File: src/rtl/fsm_arb_pkg.sv
// Shared constants and state encoding for the round-robin FSM arbiter.
package fsm_arb_pkg;

   localparam int unsigned N_REQ_DEFAULT = 9;
   localparam int unsigned IDX_W         = 4;
   localparam int unsigned CNT_W         = 4;

   typedef enum logic [1:0] {
      StIdle    = 2'd0,
      StGrant   = 2'd1,
      StRelease = 2'd2
   } arb_state_e;

endpackage

File: src/rtl/fsm_rr_arbiter_rr_pick.sv
// Rotating-priority selector: first set request bit at or above ptr, searched cyclically.
module rr_pick
   import fsm_arb_pkg::*;
#(
   parameter int unsigned N_REQ = N_REQ_DEFAULT
) (
   input  logic [N_REQ-1:0] req,
   input  logic [IDX_W-1:0] ptr,
   output logic [IDX_W-1:0] index,
   output logic             found
);

   logic [IDX_W:0] w_sum;

   // Walk candidates ptr, ptr+1, ... modulo N_REQ; the first hit wins.
   always_comb begin
      found = 1'b0;
      index = '0;
      w_sum = '0;
      for (int i = 0; i < int'(N_REQ); i++) begin
         w_sum = {1'b0, ptr} + (IDX_W + 1)'(i);
         if (w_sum >= (IDX_W + 1)'(N_REQ)) begin
            w_sum = w_sum - (IDX_W + 1)'(N_REQ);
         end
         if (!found && req[w_sum[IDX_W-1:0]]) begin
            found = 1'b1;
            index = w_sum[IDX_W-1:0];
         end
      end
   end

endmodule

File: src/rtl/fsm_rr_arbiter.sv
// Round-robin arbiter for a shared FSM resource with bounded grant tenure.
module fsm_rr_arbiter
   import fsm_arb_pkg::*;
#(
   parameter int unsigned N_REQ    = N_REQ_DEFAULT,
   parameter int unsigned MAX_HOLD = 8
) (
   input  logic             clock,
   input  logic             reset,
   input  logic [N_REQ-1:0] req,
   input  logic             done,
   output logic [N_REQ-1:0] grant,
   output logic [IDX_W-1:0] grant_idx,
   output logic             grant_valid,
   output logic             timeout
);

   arb_state_e       r_state, w_state_d;
   logic [N_REQ-1:0] r_grant, w_grant_d;
   logic [IDX_W-1:0] r_idx, w_idx_d;
   logic [IDX_W-1:0] r_ptr, w_ptr_d;
   logic [CNT_W-1:0] r_cnt, w_cnt_d;
   logic             r_timeout, w_timeout_d;

   logic [IDX_W-1:0] w_pick;
   logic             w_found;
   logic             w_at_max;
   logic             w_exit;
   logic [IDX_W-1:0] w_ptr_next;

   rr_pick #(
      .N_REQ (N_REQ)
   ) u_rr_pick (
      .req   (req),
      .ptr   (r_ptr),
      .index (w_pick),
      .found (w_found)
   );

   assign w_at_max   = (r_cnt == CNT_W'(MAX_HOLD));
   assign w_exit     = done || !req[r_idx] || w_at_max;
   assign w_ptr_next = (r_idx == IDX_W'(N_REQ - 1)) ? '0 : r_idx + 1'b1;

   // Next-state and registered-output decode.
   always_comb begin
      w_state_d   = r_state;
      w_grant_d   = r_grant;
      w_idx_d     = r_idx;
      w_ptr_d     = r_ptr;
      w_cnt_d     = r_cnt;
      w_timeout_d = 1'b0;
      unique case (r_state)
         StIdle, StRelease: begin
            w_grant_d = '0;
            w_idx_d   = '0;
            w_cnt_d   = '0;
            w_state_d = StIdle;
            if (w_found) begin
               w_state_d         = StGrant;
               w_grant_d[w_pick] = 1'b1;
               w_idx_d           = w_pick;
               w_cnt_d           = CNT_W'(1);
            end
         end
         StGrant: begin
            if (w_exit) begin
               w_state_d   = StRelease;
               w_grant_d   = '0;
               w_idx_d     = '0;
               w_cnt_d     = '0;
               w_ptr_d     = w_ptr_next;
               // Only a pure tenure expiry counts; done or a dropped request wins.
               w_timeout_d = w_at_max && !done && req[r_idx];
            end else if (!w_at_max) begin
               w_cnt_d = r_cnt + 1'b1;
            end
         end
         default: begin
            w_state_d = StIdle;
            w_grant_d = '0;
            w_idx_d   = '0;
            w_cnt_d   = '0;
         end
      endcase
   end

   // State register; reset clears everything without waiting for a clock.
   always_ff @(posedge clock or negedge reset) begin
      if (!reset) begin
         r_state   <= StIdle;
         r_grant   <= '0;
         r_idx     <= '0;
         r_ptr     <= '0;
         r_cnt     <= '0;
         r_timeout <= 1'b0;
      end else begin
         r_state   <= w_state_d;
         r_grant   <= w_grant_d;
         r_idx     <= w_idx_d;
         r_ptr     <= w_ptr_d;
         r_cnt     <= w_cnt_d;
         r_timeout <= w_timeout_d;
      end
   end

   assign grant       = r_grant;
   assign grant_idx   = r_idx;
   assign grant_valid = |r_grant;
   assign timeout     = r_timeout;

endmodule

File: config.mk
export PLATFORM = sky130hd
export DESIGN_NAME = fsm_rr_arbiter
export DESIGN_NICKNAME = d
export VERILOG_FILES = /design/src/rtl/fsm_arb_pkg.sv /design/src/rtl/fsm_rr_arbiter_rr_pick.sv /design/src/rtl/fsm_rr_arbiter.sv
export SDC_FILE = /design/constraint.sdc
export NUM_CORES = 1
export LEC_CHECK = 0
export ABC_AREA = 1
export CAP_MARGIN = 15
export CORE_MARGIN = 2
export CORE_UTILIZATION = 65
export DETAILED_ROUTE_END_ITERATION = 7
export PLACE_DENSITY = 0.87
export SLEW_MARGIN = 0
export SYNTH_ARGS = -nofsm -noshare
export SYNTH_HDL_FRONTEND = slang
export SYNTH_SLANG_ARGS = --single-unit
File: constraint.sdc
create_clock -name clock -period 8.3 [get_ports clock]
set_input_delay 1.245 -clock clock [delete_from_list [all_inputs] [get_ports clock]]
set_output_delay 1.245 -clock clock [all_outputs]
set_load 0.02 [all_outputs]
==> results.md, run 1 <==
* Outcome: finished clean
* Setup crit end kind: register
* Diodes inserted at 0
* Asr flop ratio synth at 1.00
* CP Buf/Inv Count at 5
* Largest stage delay, worst path at 0.72 ns
* Setup slack after layout at 4.04 ns
* Height of the die at 80.3 µm
* Starting Density at 0.679
* Min Tclk post-route at 4.26 ns
* Hold Path Class: reg2reg
* Worst EP required at 8.47 ns
* Fmax at 235 MHz
* Floorplan row count at 27
* Number of max-cap violations at 0
* Worst path cell trace: buf_4 -> inv_1 -> ha_1 -> inv_1 -> o21ai_1 -> nand3_1 -> nand3_1 -> nand3_1 -> nand2_2 -> nand4_4 -> nor2_4 -> nand4_4 -> nor2_4 -> nand2_2 -> nor2_1 -> inv_1 -> nand2_2 -> inv_2 -> nand2_1 -> o21bai_2
* Clock Tree Root: clkbuf_8
* Clock buffer depth at 2
* DR vias at 4393
* DRT Pass-1 Iters at 7
* CP delay by family, top: simple AND/OR/NAND/NOR gates
* Yosys cell types at 45
* Reg2reg setup slack at 4.04 ns
* CTS tree: done
* Hold_buf cts at 0
* Routed wire length at 12400 µm
* Syn-to-layout area delta at 10.6%
* Dpl hpwl at 9490 µm
* Setup Viol. Count Final at 0
* Initial antenna violation count at 0
* Seq/Total Area, Yosys at 0.159
* Synth warn at 0
* Filler cells at 449
* Clk pin slew, worst setup/hold paths at 0.09 ns
* Max Transition Viols Final at 0
* H-tree depth at 1
* Cell count after synthesis at 616
* Mean area per synthesized cell at 6.14 µm²
* Relative slew slack at 0.541
* Post-synth EDFFs at 0
* DR WL/cell at 17.3 µm
* Overflow after GRT at 0
* Avg Vias per Cell at 6.15
* CP max-delay cell: ha_1
* Ys flop type: dfrtp_1
* Least-Margin Pin Slew at 0.681 ns
* Die Width at 80.3 µm
* # Post-CTS Setup Buffers at 0
* TritonCTS Sinks at 24
* Total CTS buffers at 3
* Detailed-route DRC error count at 0
* Crit path DAT at 4.43 ns
* Period Utilization, post-route at 0.513
* Share of cells above drive strength 1 at 0.128
* Layout Skew at 0.00790 ns
* Seq cells post-synth at 24
* RePlAce Congestion at 0.963
* Port bufs at 26
* Core Box Area at 5570 µm²
* GRT Util Overall at 0.400
* Post-route ant nets at 0
* CP max FO at 25
* First-pass GRT wire length at 19900 µm
* Final nets at 681
* RSZ-0062 raised after global routing: no
* Final hold vios at 0
* Die ar. at 6450 µm²
* Number of top-level pins at 27
* Vias in the first global route at 4035
* Largest net degree at the start of global routing at 26
* Place WS at 4.19 ns
* Mapped Nets at 654
* PostCTS Resize Cnt at 0
* Worst-Skew Late Latency at 0.28 ns
* Critical path class: reg2reg
* Post-route setup TNS at 0 ns
* Type of element launching the critical path: register
* Initial drt markers at 506
* Post-Syn Area at 3780 µm²
==> flip-flops by register name (all words and copies together) (netlist names) <==
signal,count
timeout,1
r_state,2
r_ptr,4
grant_idx,4
grant,9
r_cnt,4
==> synthesized netlist by cell type (all sizes together), types with 2 or more instances <==
library cell  count  area share
xor2             10       0.032
o211ai            5      0.0099
nand2           207        0.24
nor3              8       0.014
or2               3      0.0050
a31oi             2      0.0033
inv              77       0.077
a211oi            2      0.0040
nand3           107        0.16
nand3b            5      0.0099
buf               5      0.0096
nand4            18       0.038
dfrtp            24        0.16
a21oi            16       0.022
ha               26       0.086
o21ai            46       0.065
xnor2             3      0.0069
nor4              2      0.0033
clkinv            3      0.0030
nor2             40       0.048
==> worst min-delay path, cell delays in order (launching register included) <==
cell and delay [ns]:
dfrtp_1 0.37, nand2_1 0.06, nand2_1 0.06
==> cells by family after synthesis <==
logic type               Yosys count  share of synthesized area
XOR/XNOR                          13                     0.0390
adder cells (fa/ha/maj)           26                     0.0859
buffers and inverters             86                     0.0906
flip-flops                        24                      0.159
AND/OR/NAND/NOR                  392                      0.513
AO/OA/AOI/OAI                     75                      0.113
==> final timing paths <==
| path | endpoint | depth (start not counted) | startpoint |
|---|---|---|---|
| setup / recovery | grant[2]$_DFFE_PN0P_ | 20 | r_ptr[0]$_DFFE_PN0P_ |
| hold / removal | grant[3]$_DFFE_PN0P_ | 2 | grant[3]$_DFFE_PN0P_ |
| setup reg to reg | grant[2]$_DFFE_PN0P_ | 20 | r_ptr[0]$_DFFE_PN0P_ |
| hold reg to reg | grant[3]$_DFFE_PN0P_ | 2 | grant[3]$_DFFE_PN0P_ |
| max in group asynchronous | r_ptr[0]$_DFFE_PN0P_ | 2 | reset |
| min in group asynchronous | grant[7]$_DFFE_PN0P_ | 1 | reset |
==> per-layer routing <==
metal	routed length, µm	global-route usage
met2	5340	0.635
met4	534	0.120
met5	0	0
met1	5170	0.546
met3	1310	0.0820
==> placed cells by master, fill, tap and decap left out, drive strengths merged, types with 4 or more instances in the layout <==
| cell type | instances |
|---|---|
| nor3 | 8 |
| nand3b | 5 |
| ha | 26 |
| o211ai | 5 |
| clkbuf | 4 |
| a21oi | 16 |
| nand2 | 207 |
| inv | 77 |
| dfrtp | 24 |
| nor2 | 40 |
| nand3 | 107 |
| nand4 | 18 |
| o21ai | 46 |
| xor2 | 10 |
| clkdlybuf4s50 | 26 |
==> cell type report <==
cell class                      instances  area [µm²]  area share
Tap cell                               72        90.1      0.0215
Multi-Input combinational cell        506        2840       0.679
Clock buffer                            4        55.1      0.0132
Timing Repair Buffer                   28         295      0.0706
Sequential cell                        24         601       0.143
Inverter                               80         303      0.0723
==> per-stage QoR <==
stage	hold slack [ns]	cell area (µm²)	std cells	util
final	0.516	4190	714	0.751
after global routing	0.528	4190	714	0.751
after CTS	0.515	4160	713	0.746
after detailed placement	0.494	4100	709	0.736
after global placement	0.489	4100	709	0.736
after floorplan	0.478	3780	616	-
Power of run 1 is left out: the tool's default activity adds up to more than one toggle a clock period on the data nets, which glitch-free logic cannot reach.
==> inputs of run 2 (changes only) <==
CORE_UTILIZATION = 61   (was 65)
PLACE_DENSITY = 0.82   (was 0.87)
clock period = 4.1 ns   (was 8.3 ns; I/O delays follow)
==> results.md, run 2 (same netlist as run 1, synthesis figures left out) <==
* Relative slew slack at 0.528
* Area post-placement at 4140 µm²
* Critical path class: reg2reg
* Die Width at 82.8 µm
* H-tree depth at 1
* Placed insts at 716
* Final nets at 685
* GRT Util Overall at 0.342
* Floorplan row count at 28
* Avg Vias per Cell at 5.88
* Initial drt markers at 475
* Place WS at 0.420 ns
* Core Box Area at 5960 µm²
* Finished Layout Cells at 721
* Number of max-cap violations at 0
* Vias in the first global route at 3652
* Detailed-route DRC error count at 0
* CP max-delay cell: dfrtp_1
* Final hold vios at 0
* WHS Path Cells at 2
* Crit path DAT at 3.94 ns
* Setup crit end kind: register
* Worst hold start: grant[5]$_DFFE_PN0P_
* Diodes inserted at 0
* Most common cell after layout, fill and taps aside: nand2_1
* Worst r2r src: r_ptr[2]$_DFFE_PN0P_
* Worst path cell trace: inv_2 -> ha_1 -> ha_1 -> a31oi_1 -> nand2_2 -> o21ai_1 -> inv_1 -> nand3_1 -> nand3_1 -> nand3_1 -> nand2_1 -> inv_1 -> nand4_4 -> or3_1 -> nand2_1 -> inv_1 -> nand3_1 -> nand2_1
* Number of flip-flops in the largest register at 9
* Port bufs at 26
* Worst r2r dst: grant[0]$_DFFE_PN0P_
* Largest stage delay, worst path at 0.58 ns
* PostCTS Resize Cnt at 0
* Final Instance Area at 4230 µm²
* DR vias at 4236
* Post-route ant nets at 0
* Routed wire length at 11200 µm
* Outcome: finished clean
* Clk pin slew, worst setup/hold paths at 0.09 ns
* DR WL/cell at 15.5 µm
* Worst EP required at 4.28 ns
* Setup slack after layout at 0.336 ns
* Overflow after GRT at 0
* Number of top-level pins at 27
* First-pass GRT wire length at 18000 µm
* Clock Tree Root: clkbuf_8
* Most frequent cells in the layout: 174 x nand2_1, 98 x nand3_1, 62 x inv_1
* Setup Viol. Count Final at 0
* Hold_buf cts at 0
* Min Tclk post-route at 3.76 ns
* Post-route setup TNS at 0 ns
* RePlAce Congestion at 0.969
* Height of the die at 82.8 µm
* Worst-Skew Late Latency at 0.28 ns
* Layout Skew at 0.0104 ns
* Clock buffer depth at 2
* DRT Pass-1 Iters at 5
* Worst hold path endpoint: grant[5]$_DFFE_PN0P_
* CTS tree: done
* Total CTS buffers at 3
* Dpl hpwl at 8940 µm
* TritonCTS Sinks at 24
* Least-Margin Pin Slew at 0.701 ns
* Max Transition Viols Final at 0
* Fmax at 266 MHz
* Share of cells above drive strength 1 at 0.136
* Reg2reg setup slack at 0.34 ns
* Initial antenna violation count at 0
* Syn-to-layout area delta at 11.7%
* CP max FO at 14
* Hold Path Class: reg2reg
* Type of element launching the critical path: register
* Period Utilization, post-route at 0.918
* Starting Density at 0.636
* Die ar. at 6850 µm²
* # Post-CTS Setup Buffers at 0
* RSZ-0062 raised after global routing: no
* Largest net degree at the start of global routing at 25
* Most frequent cell on the critical path: nand3_1
* Cells on worst reg2reg path at 18
==> run 2: cell types whose count changed in the layout (fill, tap and decap cells not counted), sizes merged <==
| cell | delta |
|---|---|
| buf | +3 |
| clkbuf | +1 |
==> run 2: cell type report <==
| type | instances | area (µm²) |
|---|---|---|
| Tap cell | 75 | 93.8 |
| Multi-Input combinational cell | 506 | 2850 |
| Timing Repair Buffer | 32 | 323 |
| Clock buffer | 4 | 55.1 |
| Sequential cell | 24 | 601 |
| Inverter | 80 | 303 |
| Fill cell | 505 | 1730 |
==> run 2: critical path: cells and delay by family, from the launching register on <==
family	cells	cell delay, ns
AO/OA/AOI/OAI	2	0.68
adder cells (fa/ha/maj)	2	0.56
buffers and inverters	4	0.51
flip-flops	1	0.58
AND/OR/NAND/NOR	10	1.33
==> run 2: through the flow <==
stage	hold WS [ns]	utilization
floorplan	0.319	-
global placement	0.498	0.695
detailed placement	0.499	0.695
CTS	0.521	0.704
global route	0.529	0.710
finish	0.526	0.710
==> run 2: worst max-delay path by stage <==
stage,from,to,slack [ns],cells after the start
final,r_ptr[2]$_DFFE_PN0P_,grant[0]$_DFFE_PN0P_,0.34,18
after global routing,r_ptr[2]$_DFFE_PN0P_,grant[0]$_DFFE_PN0P_,0.02,20
after global placement,r_ptr[2]$_DFFE_PN0P_,grant[0]$_DFFE_PN0P_,0.47,18
after CTS,r_ptr[2]$_DFFE_PN0P_,grant[0]$_DFFE_PN0P_,0.40,18
after detailed placement,r_ptr[2]$_DFFE_PN0P_,grant[0]$_DFFE_PN0P_,0.42,18
after floorplan,r_ptr[1]$_DFFE_PN0P_,grant[2]$_DFFE_PN0P_,0.80,21
==> run 2: layer usage <==
metal,global-route usage,vias up,share of wire
met5,0,-,0
met4,0.0541,0,0.012
met3,0.0714,20,0.089
met2,0.527,179,0.44
met1,0.501,1941,0.46
li1,-,2096,-
Power of run 2 is left out for the same reason.
